File: src/rtl/bsg_wormhole_concentrator_sched_if.sv
// bsg_wormhole_concentrator_sched_if: bundle between the input FIFO heads, the
// concentrated link and the packet scheduler.
//   v         per-input FIFO-head valid
//   len       per-input header length field (body flits after the header)
//   weights   per-input weight; input i may send weights[i]+1 packets per turn
//   ready_and downstream ready on the concentrated link
//   link_v    concentrated link valid
//   data_sel  one-hot mux select toward the concentrator data path
//   yumi      per-input dequeue, at most one bit set
//   locked    a packet is in progress
interface bsg_wormhole_concentrator_sched_if #(
    parameter int num_in_p       = 4,
    parameter int len_width_p    = 4,
    parameter int weight_width_p = 2
);
    logic [num_in_p-1:0]                v;
    logic [num_in_p*len_width_p-1:0]    len;
    logic [num_in_p*weight_width_p-1:0] weights;
    logic                               ready_and;
    logic                               link_v;
    logic [num_in_p-1:0]                data_sel;
    logic [num_in_p-1:0]                yumi;
    logic                               locked;

    modport master (
        output v, len, weights, ready_and,
        input  link_v, data_sel, yumi, locked
    );

    modport slave (
        input  v, len, weights, ready_and,
        output link_v, data_sel, yumi, locked
    );
endinterface

File: src/rtl/bsg_wormhole_concentrator_sched.sv
// bsg_wormhole_concentrator_sched: weighted round-robin packet scheduler that
// locks one concentrated wormhole link to a single input for a whole packet.
//   clk_i      clock
//   reset_n_i  asynchronous active-low reset
//   bus        slave side of the scheduler interface (FIFO heads in,
//              link valid / mux select / dequeues / locked out)
module bsg_wormhole_concentrator_sched #(
    parameter int num_in_p       = 4,
    parameter int len_width_p    = 4,
    parameter int weight_width_p = 2
) (
    input logic clk_i,
    input logic reset_n_i,
    bsg_wormhole_concentrator_sched_if.slave bus
);
    localparam int PW = num_in_p > 1 ? $clog2(num_in_p) : 1;

    typedef enum logic {IDLE, BUSY} state_t;

    state_t                    state_r, state_n;
    logic [num_in_p-1:0]       owner_r, owner_n;
    logic [len_width_p-1:0]    remain_r, remain_n;
    logic [weight_width_p-1:0] burst_r, burst_n;
    logic [PW-1:0]             ptr_r, ptr_n;

    logic [num_in_p-1:0]       rr_win, win, sel;
    logic                      found, cont, forfeit, offer, xfer, tail;
    logic [len_width_p-1:0]    sel_len;
    logic [weight_width_p-1:0] sel_w, base_b;
    logic [PW-1:0]             sel_nptr, own_nptr, base_p;

    always_ff @(posedge clk_i or negedge reset_n_i) begin
        if (!reset_n_i) begin
            state_r  <= IDLE;
            owner_r  <= '0;
            remain_r <= '0;
            burst_r  <= '0;
            ptr_r    <= '0;
        end else begin
            state_r  <= state_n;
            owner_r  <= owner_n;
            remain_r <= remain_n;
            burst_r  <= burst_n;
            ptr_r    <= ptr_n;
        end
    end

    always_comb begin
        rr_win = '0;
        found  = 1'b0;
        // first valid input at or after the pointer, wrapping around
        for (int k = 0; k < num_in_p; k++)
            for (int i = 0; i < num_in_p; i++)
                if (!found && bus.v[i] && i == (int'(ptr_r) + k) % num_in_p) begin
                    rr_win[i] = 1'b1;
                    found     = 1'b1;
                end
        cont    = burst_r != '0 && |(bus.v & owner_r);
        // owner still has burst credit but is idle: credit is lost only if someone else transfers
        forfeit = state_r == IDLE && burst_r != '0 && !cont;
        win     = cont ? owner_r : rr_win;
        sel     = state_r == BUSY ? owner_r : win;
        offer   = state_r == BUSY ? |(bus.v & owner_r) : |bus.v;
        xfer    = offer && bus.ready_and;
        sel_len  = '0;
        sel_w    = '0;
        sel_nptr = '0;
        own_nptr = '0;
        for (int i = 0; i < num_in_p; i++) begin
            if (sel[i]) begin
                sel_len  = bus.len[i*len_width_p +: len_width_p];
                sel_w    = bus.weights[i*weight_width_p +: weight_width_p];
                sel_nptr = i == num_in_p - 1 ? '0 : PW'(i + 1);
            end
            if (owner_r[i])
                own_nptr = i == num_in_p - 1 ? '0 : PW'(i + 1);
        end
        tail   = state_r == BUSY ? remain_r == len_width_p'(1) : sel_len == '0;
        base_b = forfeit ? '0 : burst_r;
        base_p = forfeit ? own_nptr : ptr_r;
        state_n  = state_r;
        owner_n  = owner_r;
        remain_n = remain_r;
        burst_n  = burst_r;
        ptr_n    = ptr_r;
        if (xfer) begin
            owner_n = sel;
            burst_n = base_b;
            ptr_n   = base_p;
            if (state_r == BUSY) begin
                remain_n = remain_r - len_width_p'(1);
                state_n  = tail ? IDLE : BUSY;
            end else if (!tail) begin
                remain_n = sel_len;
                state_n  = BUSY;
            end
            if (tail) begin
                burst_n = base_b < sel_w ? base_b + weight_width_p'(1) : '0;
                ptr_n   = base_b < sel_w ? base_p : sel_nptr;
            end
        end
    end

    assign bus.link_v   = reset_n_i && offer;
    assign bus.data_sel = reset_n_i ? sel : '0;
    assign bus.yumi     = reset_n_i ? sel & bus.v & {num_in_p{bus.ready_and}} : '0;
    assign bus.locked   = reset_n_i && state_r == BUSY;
endmodule
File: src/flat_wrapper.sv
// flat-port wrapper written by rule: the top's interface ports become plain ports
module bsg_wormhole_concentrator_sched_flat 
#(
    parameter int num_in_p       = 4,
    parameter int len_width_p    = 4,
    parameter int weight_width_p = 2
)
  (clk_i, reset_n_i, bus_v, bus_len, bus_weights, bus_ready_and, bus_link_v, bus_data_sel, bus_yumi, bus_locked);
  bsg_wormhole_concentrator_sched_if #(.num_in_p(num_in_p), .len_width_p(len_width_p), .weight_width_p(weight_width_p)) bus_i ();
  input logic clk_i;
  input logic reset_n_i;
  input wire logic [$bits(bus_i.v)-1:0] bus_v;
  input wire logic [$bits(bus_i.len)-1:0] bus_len;
  input wire logic [$bits(bus_i.weights)-1:0] bus_weights;
  input wire logic [$bits(bus_i.ready_and)-1:0] bus_ready_and;
  output wire logic [$bits(bus_i.link_v)-1:0] bus_link_v;
  output wire logic [$bits(bus_i.data_sel)-1:0] bus_data_sel;
  output wire logic [$bits(bus_i.yumi)-1:0] bus_yumi;
  output wire logic [$bits(bus_i.locked)-1:0] bus_locked;
  assign bus_i.v = bus_v;
  assign bus_i.len = bus_len;
  assign bus_i.weights = bus_weights;
  assign bus_i.ready_and = bus_ready_and;
  assign bus_link_v = bus_i.link_v;
  assign bus_data_sel = bus_i.data_sel;
  assign bus_yumi = bus_i.yumi;
  assign bus_locked = bus_i.locked;
  bsg_wormhole_concentrator_sched #(.num_in_p(num_in_p), .len_width_p(len_width_p), .weight_width_p(weight_width_p)) u_core (.clk_i(clk_i), .reset_n_i(reset_n_i), .bus(bus_i));
endmodule
File: config.mk
export PLATFORM = sky130hd
export DESIGN_NAME = bsg_wormhole_concentrator_sched_flat
export DESIGN_NICKNAME = d
export VERILOG_FILES = /design/src/rtl/bsg_wormhole_concentrator_sched_if.sv /design/src/rtl/bsg_wormhole_concentrator_sched.sv /design/src/flat_wrapper.sv
export SDC_FILE = /design/constraint.sdc
export NUM_CORES = 1
export LEC_CHECK = 0
export CAP_MARGIN = 10
export CORE_MARGIN = 10
export CORE_UTILIZATION = 52
export DETAILED_ROUTE_END_ITERATION = 10
export PLACE_DENSITY = 0.94
export SLEW_MARGIN = 30
export SYNTH_ARGS = -nofsm -noshare
export SYNTH_HDL_FRONTEND = slang
export SYNTH_SLANG_ARGS = --single-unit
File: constraint.sdc
create_clock -name clk_i -period 5.3 [get_ports clk_i]
set_input_delay 1.06 -clock clk_i [delete_from_list [all_inputs] [get_ports clk_i]]
set_output_delay 1.06 -clock clk_i [all_outputs]
set_load 0.03 [all_outputs]
[Word level (Yosys, flattened, before mapping)]
Cells that the tools add are included.
Operators by class
  bitwise operators: 7
  add/subtract/negate cells: 5
  order comparisons: 1
  equality and inequality tests: 14
  muxes and demuxes: 61
  reductions and logical operators: 65
Operators with widths (number)
  32-bit zero test: 4
  4-bit 2-to-1 mux: 10
  1-bit logical AND: 37
  1-bit 2-to-1 mux: 35
  2-bit 2-to-1 mux: 16
  3-bit equality test (first input constant): 6
  1-bit zero test: 16
  4-bit AND: 3
  2-bit by 3-bit equality test with 1-bit output (first input constant): 3
  4-bit OR reduction: 2
  2-bit OR reduction: 3
  2-bit by 1-bit adder with 2-bit output (second input constant): 2
  2-bit adder (second input constant): 2
  2-bit equality test (first input constant): 2
  4-bit by 1-bit equality test with 1-bit output (second input constant): 1
  4-bit zero test: 1
  4-bit by 1-bit subtractor with 4-bit output (second input constant): 1
  1-bit AND (first input constant): 3
  1-bit by 2-bit equality test with 1-bit output (first input constant): 1
  2-bit < comparator: 1
  2-bit by 1-bit inequality test with 1-bit output (second input constant): 1
  2-bit AND reduction: 1
  2-bit nonzero test: 1
  1-bit NOT: 1
Storage, ports and cells
  word-level logic and storage cells: 158
  bits in registers: 13
  output and inout bits: 10
  bits of input ports: 31

[Logic depth before layout (Yosys ltp)]
  word-level depth: 73
  gate-level depth with buffers: 16
  gate-level depth less buffers: 14

[Least setup slack after synthesis]
OpenSTA, ideal clock, no wires.
  path kind: input-to-reg
  from: in bus_v[0]
  to: reg u_core.ptr_r[0]
  buffers on the path: 0
  slack: 1.500 ns
  data required time: 5.179 ns
  cell stages on the path: 14
  arrival: 3.679 ns
  setup time: 0.121 ns
  cell sequence: a22o_1 o22a_1 or3_1 nand2_1 nand2_1 a311oi_1 a21oi_1 ha_1 a21oi_1 o211ai_1 o22ai_1 nor3_1 a211oi_1 and4bb_1
Between the ends
  cells in the longest elaborated chain, start to end: 68
  elaborated cells on any way between the ends: 105
  classes of those cells: order compare: 1; mux: 50; bitwise: 1; reduce/logical: 53
RTL lines
  start: declaration: RTL line flat_wrapper.sv:12  | input wire logic [$bits(bus_i.v)-1:0] bus_v;
  1-bit logical AND: RTL line bsg_wormhole_concentrator_sched.sv:54  | if (!found && bus.v[i] && i == (int'(ptr_r) + k) % num_in_p) begin
  1-bit 2-to-1 mux: RTL line bsg_wormhole_concentrator_sched.sv:54
  1-bit zero test: RTL line bsg_wormhole_concentrator_sched.sv:54
  1-bit logical AND (2 in a row): RTL line bsg_wormhole_concentrator_sched.sv:54
  1-bit 2-to-1 mux: RTL line bsg_wormhole_concentrator_sched.sv:54
  1-bit zero test: RTL line bsg_wormhole_concentrator_sched.sv:54
  1-bit logical AND (2 in a row): RTL line bsg_wormhole_concentrator_sched.sv:54
  1-bit 2-to-1 mux: RTL line bsg_wormhole_concentrator_sched.sv:54
  [... 49 more ...]
  1-bit logical AND (2 in a row): RTL line bsg_wormhole_concentrator_sched.sv:54
  1-bit 2-to-1 mux: RTL line bsg_wormhole_concentrator_sched.sv:54
  4-bit 2-to-1 mux: RTL line bsg_wormhole_concentrator_sched.sv:61  | win = cont ? owner_r : rr_win;
  4-bit 2-to-1 mux: RTL line bsg_wormhole_concentrator_sched.sv:62  | sel = state_r == BUSY ? owner_r : win;
  2-bit 2-to-1 mux / 4-bit 2-to-1 mux (equally long branches): RTL line bsg_wormhole_concentrator_sched.sv:70  | if (sel[i]) begin
  2-bit < comparator / 4-bit zero test (equally long branches): RTL line bsg_wormhole_concentrator_sched.sv:99, bsg_wormhole_concentrator_sched.sv:78
  2-bit 2-to-1 mux / 1-bit 2-to-1 mux (equally long branches): RTL line bsg_wormhole_concentrator_sched.sv:99, bsg_wormhole_concentrator_sched.sv:78
  2-bit 2-to-1 mux: RTL line bsg_wormhole_concentrator_sched.sv:97  | if (tail) begin
  end signal: assignment: RTL line bsg_wormhole_concentrator_sched.sv:44  | ptr_r <= ptr_n;
  end: declaration: RTL line bsg_wormhole_concentrator_sched.sv:24  | logic [PW-1:0] ptr_r, ptr_n;
Several ways; a longest one is shown, not always the timed one.
A chain may end at the register's enable or synchronous reset.

[Worst setup path after layout]
  from: in bus_v[2]
  to: out bus_yumi[0]
Between the ends
  cells in the longest elaborated chain, start to end: 48
  elaborated cells on any way between the ends: 53
  classes of those cells: mux: 16; bitwise: 3; reduce/logical: 34
RTL lines
  1-bit logical AND (2 in a row): RTL line bsg_wormhole_concentrator_sched.sv:54
  1-bit 2-to-1 mux: RTL line bsg_wormhole_concentrator_sched.sv:54
  1-bit zero test: RTL line bsg_wormhole_concentrator_sched.sv:54
  1-bit logical AND (2 in a row): RTL line bsg_wormhole_concentrator_sched.sv:54
  1-bit 2-to-1 mux: RTL line bsg_wormhole_concentrator_sched.sv:54
  1-bit zero test: RTL line bsg_wormhole_concentrator_sched.sv:54
  1-bit logical AND (2 in a row): RTL line bsg_wormhole_concentrator_sched.sv:54
  1-bit 2-to-1 mux: RTL line bsg_wormhole_concentrator_sched.sv:54
  [... 27 more ...]
  1-bit 2-to-1 mux: RTL line bsg_wormhole_concentrator_sched.sv:54
  1-bit zero test: RTL line bsg_wormhole_concentrator_sched.sv:54
  1-bit logical AND (2 in a row): RTL line bsg_wormhole_concentrator_sched.sv:54
  1-bit 2-to-1 mux: RTL line bsg_wormhole_concentrator_sched.sv:54
  4-bit 2-to-1 mux (*): RTL line bsg_wormhole_concentrator_sched.sv:61
  4-bit 2-to-1 mux (*): RTL line bsg_wormhole_concentrator_sched.sv:62
  4-bit AND (*) (2 in a row): RTL line bsg_wormhole_concentrator_sched.sv:106  | assign bus.yumi = reset_n_i ? sel & bus.v & {num_in_p{bus.ready_and}} : '0;
  4-bit 2-to-1 mux (*): RTL line bsg_wormhole_concentrator_sched.sv:106
  end: declaration: RTL line flat_wrapper.sv:18  | output wire logic [$bits(bus_i.yumi)-1:0] bus_yumi;
Every way passes the cells marked *; elsewhere a longest branch is shown, timed or not.

==> results_dict.tcl <==
set metrics [dict create \
    syn-num-nets 220 \
    synth.most_common_cell "nand2_1" \
    ys_async_sr_fraction_pct 100 \
    ys_ff_latch 13 \
    critical_path_buf_inv_count 2 \
    core_sq_um 2540 \
    maxCapViolCount 0 \
    post-route-util_pct 73.0 \
    whs_ps 588 \
    final_design_area_no_fill_sq_um 1860 \
    grt_first_pass_wirelength_um 7440 \
    start_util_pct 56.1 \
    wl_um 4720 \
    routed_via_density 6.54 \
    area_delta_synth_final_pct 30.0 \
    clock_sinks 13 \
    fmax_ghz 0.207 \
    grt_usage_pct 16.8 \
    path_cells "clkdlybuf4s50_1, a22o_1, o22ai_1, nand2_1, o21ai_2, and3_1, clkdlybuf4s50_1" \
    irDropWorstVdd_uv 513 \
    yosysWarnings 0 \
    grt_pass1_vias 1598 \
    hp-class "reg2reg" \
    pwr_density_cell_nw_per_um2 550 \
    antenna_found_initial 0 \
    cellLeakagePower_nw 0.746 \
    path_delay_family "buffers and inverters" \
    maxSlewViolCount 0 \
    grt_start_max_net_pins 20 \
    dpl_cell_area_sq_um 1830 \
    path_clk_slew_ps 80 \
    dpl.hpwl_um 3620 \
    cp-start-kind "input pin" \
    setup_viol 0 \
    wire_per_inst_um 18.7 \
    required_ps 4240 \
    cts_buffers 3 \
    pwr-share-comb_pct 73.5 \
    root_buffer "clkbuf_4" \
    synth_cell_types 49 \
    status "complete, no violations" \
    critPathKind "in2out" \
    cts_tree "built" \
    synthCells 186 \
    synth_edf_count 0 \
    critPathArrivalTime_ps 3760 \
    finalWeightedCongestion 0.932 \
    rows 18 \
    worst_path_max_delay_cell "clkdlybuf4s50_1" \
    n_antenna_cell 0 \
    worstPathMaxFanout 10 \
    post-cts-setup-buffers 0 \
    clock_path_buffers 2 \
    via_count 1648 \
    switchingPower_mw 0.558 \
    drc 0 \
    clock_skew_ps 9.32 \
    io_pins 41 \
    cts.hold.buffers_added 0 \
    synth.avg_cell_area_sq_um 7.68 \
    clk_latency_ps 290 \
    hold_violations 0 \
    max_stage_delay_ps 670 \
    final_cells 252 \
    worstMarginPinSlew_ps 690 \
    dieArea_sq_um 5240 \
    die_x_um 72.4 \
    slew_headroom_pct 53.9 \
    synth.cell_area_sq_um 1430 \
    p_int_mw 0.464 \
    finalCritPeriodShare_pct 91.0 \
    finalCriticalPeriod_ps 4820 \
    fin_setup_tns_ps 0 \
    grt-ovfl-total 0 \
    path_common_cell "clkdlybuf4s50_1" \
    endpoint_kind "output pin" \
    synth-seq-area-share_pct 22.8 \
    dr.pass1.iters 5 \
    cts_resized 0 \
    clockPowerShare_pct 6.5 \
    yosysTopAreaCell "dfrtp_1" \
    yosysTopAreaCellShare_pct 22.8 \
    p_seq_share_pct 20.0 \
    netSwitchingFraction_pct 54.6 \
    final_nets 257 \
    htreeDepth 1 \
    drive_gt1_share_pct 7.21 \
    die_h_um 72.4 \
    portBuffers 40 \
    ys.flop_type "dfrtp_1" \
    dp.cells 248 \
    drt-initial-drc-count 277 \
    ant_nets 0 \
    netlist_top_cells_count "nand2_1, o21ai_0, a21oi_1, dfrtp_1, and2_1" \
    fill_cells 207 \
    synth_area_leaders "dfrtp_1, o21ai_0, and2_1, nand2_1, a21oi_1" \
    rsz0062_at_grt "no" \
]
[final cells by class]
type                            count  area, sq um  share of cell area (%)
Multi-Input combinational cell    153         1010                    54.5
Timing Repair Buffer               43          423                    22.8
Sequential cell                    13          325                    17.5
Tap cell                           30         37.5                    2.02
Inverter                            9         33.8                    1.82
Clock buffer                        4         26.3                    1.41
[path summary, 6_finish.rpt]
| path | slack (ps) | from | cells past startpoint | endpoint |
|---|---|---|---|---|
| setup / recovery | 480 | bus_v[2] | 7 | bus_yumi[0] |
| hold / removal | 590 | u_core.owner_r[2]$_DFFE_PN0P_ | 2 | u_core.owner_r[2]$_DFFE_PN0P_ |
| setup reg to reg | 1560 | u_core.owner_r[0]$_DFFE_PN0P_ | 14 | u_core.ptr_r[0]$_DFFE_PN0P_ |
| hold reg to reg | 590 | u_core.owner_r[2]$_DFFE_PN0P_ | 2 | u_core.owner_r[2]$_DFFE_PN0P_ |
| max in group asynchronous | 3970 | reset_n_i | 2 | u_core.burst_r[1]$_DFFE_PN0P_ |
| min in group asynchronous | 1130 | reset_n_i | 2 | u_core.owner_r[1]$_DFFE_PN0P_ |
[worst min-delay path, stage by stage, from the launching register on]
cell and delay [ps]:
dfrtp_1 420, nand2_1 60, o21ai_0 70
[metrics by stage]
stage / power, mW / setup WS (ps)
2_1_floorplan: 0.784 / 1500
3_3_place_gp: 0.913 / 628
3_5_place_dp: 0.938 / 479
4_1_cts: 1.01 / 535
5_1_grt: 1.10 / 392
6_report: 1.02 / 478
[cells in the final DEF (no fill, tap or decap), drive strengths merged, types with 3 or more instances in the layout]
cell and count:
nor4 3, ha 3, buf 3, a21oi 13, nor3 9, a311oi 4, clkbuf 4, a211oi 7
nor2b 3, nand2 18, a21boi 3, and2 12, o21ai 19, o211ai 5, nor2 10, inv 9
nand3 7, dfrtp 13, and3 5, clkdlybuf4s50 40
[metal layers]
layer  up-vias  GRT usage, %  part of all wire, %
met5         -             0                    0
met4         0          5.70                  1.2
met3        13          5.03                   13
met2       108          28.1                   47
met1       756          19.8                   38
li1        771             -                    -
[power by group through the flow]
stage / clock [mW] / sequential, mW / combinational [mW]
2_1_floorplan: 0 / 0.166 / 0.618
6_report: 0.0662 / 0.205 / 0.751
4_1_cts: 0.0670 / 0.200 / 0.741
3_3_place_gp: 0 / 0.198 / 0.715
5_1_grt: 0.0702 / 0.209 / 0.825
3_5_place_dp: 0 / 0.202 / 0.736
[kinds of logic after synthesis]
| kind of cell | Yosys count | synth area share, % |
|---|---|---|
| adders and majority gates | 3 | 2.63 |
| AOI/OAI and AO/OA | 70 | 35.0 |
| buffers and inverters | 20 | 6.39 |
| DFF | 13 | 22.8 |
| and+or+nand+nor | 76 | 30.2 |
| muxes | 4 | 2.98 |
[state kept, by name, summed over array words and instances (netlist names)]
name             flops
u_core.state_r       1
u_core.owner_r       4
u_core.burst_r       2
u_core.ptr_r         2
u_core.remain_r      4
Power figures use the tool's default switching activity.
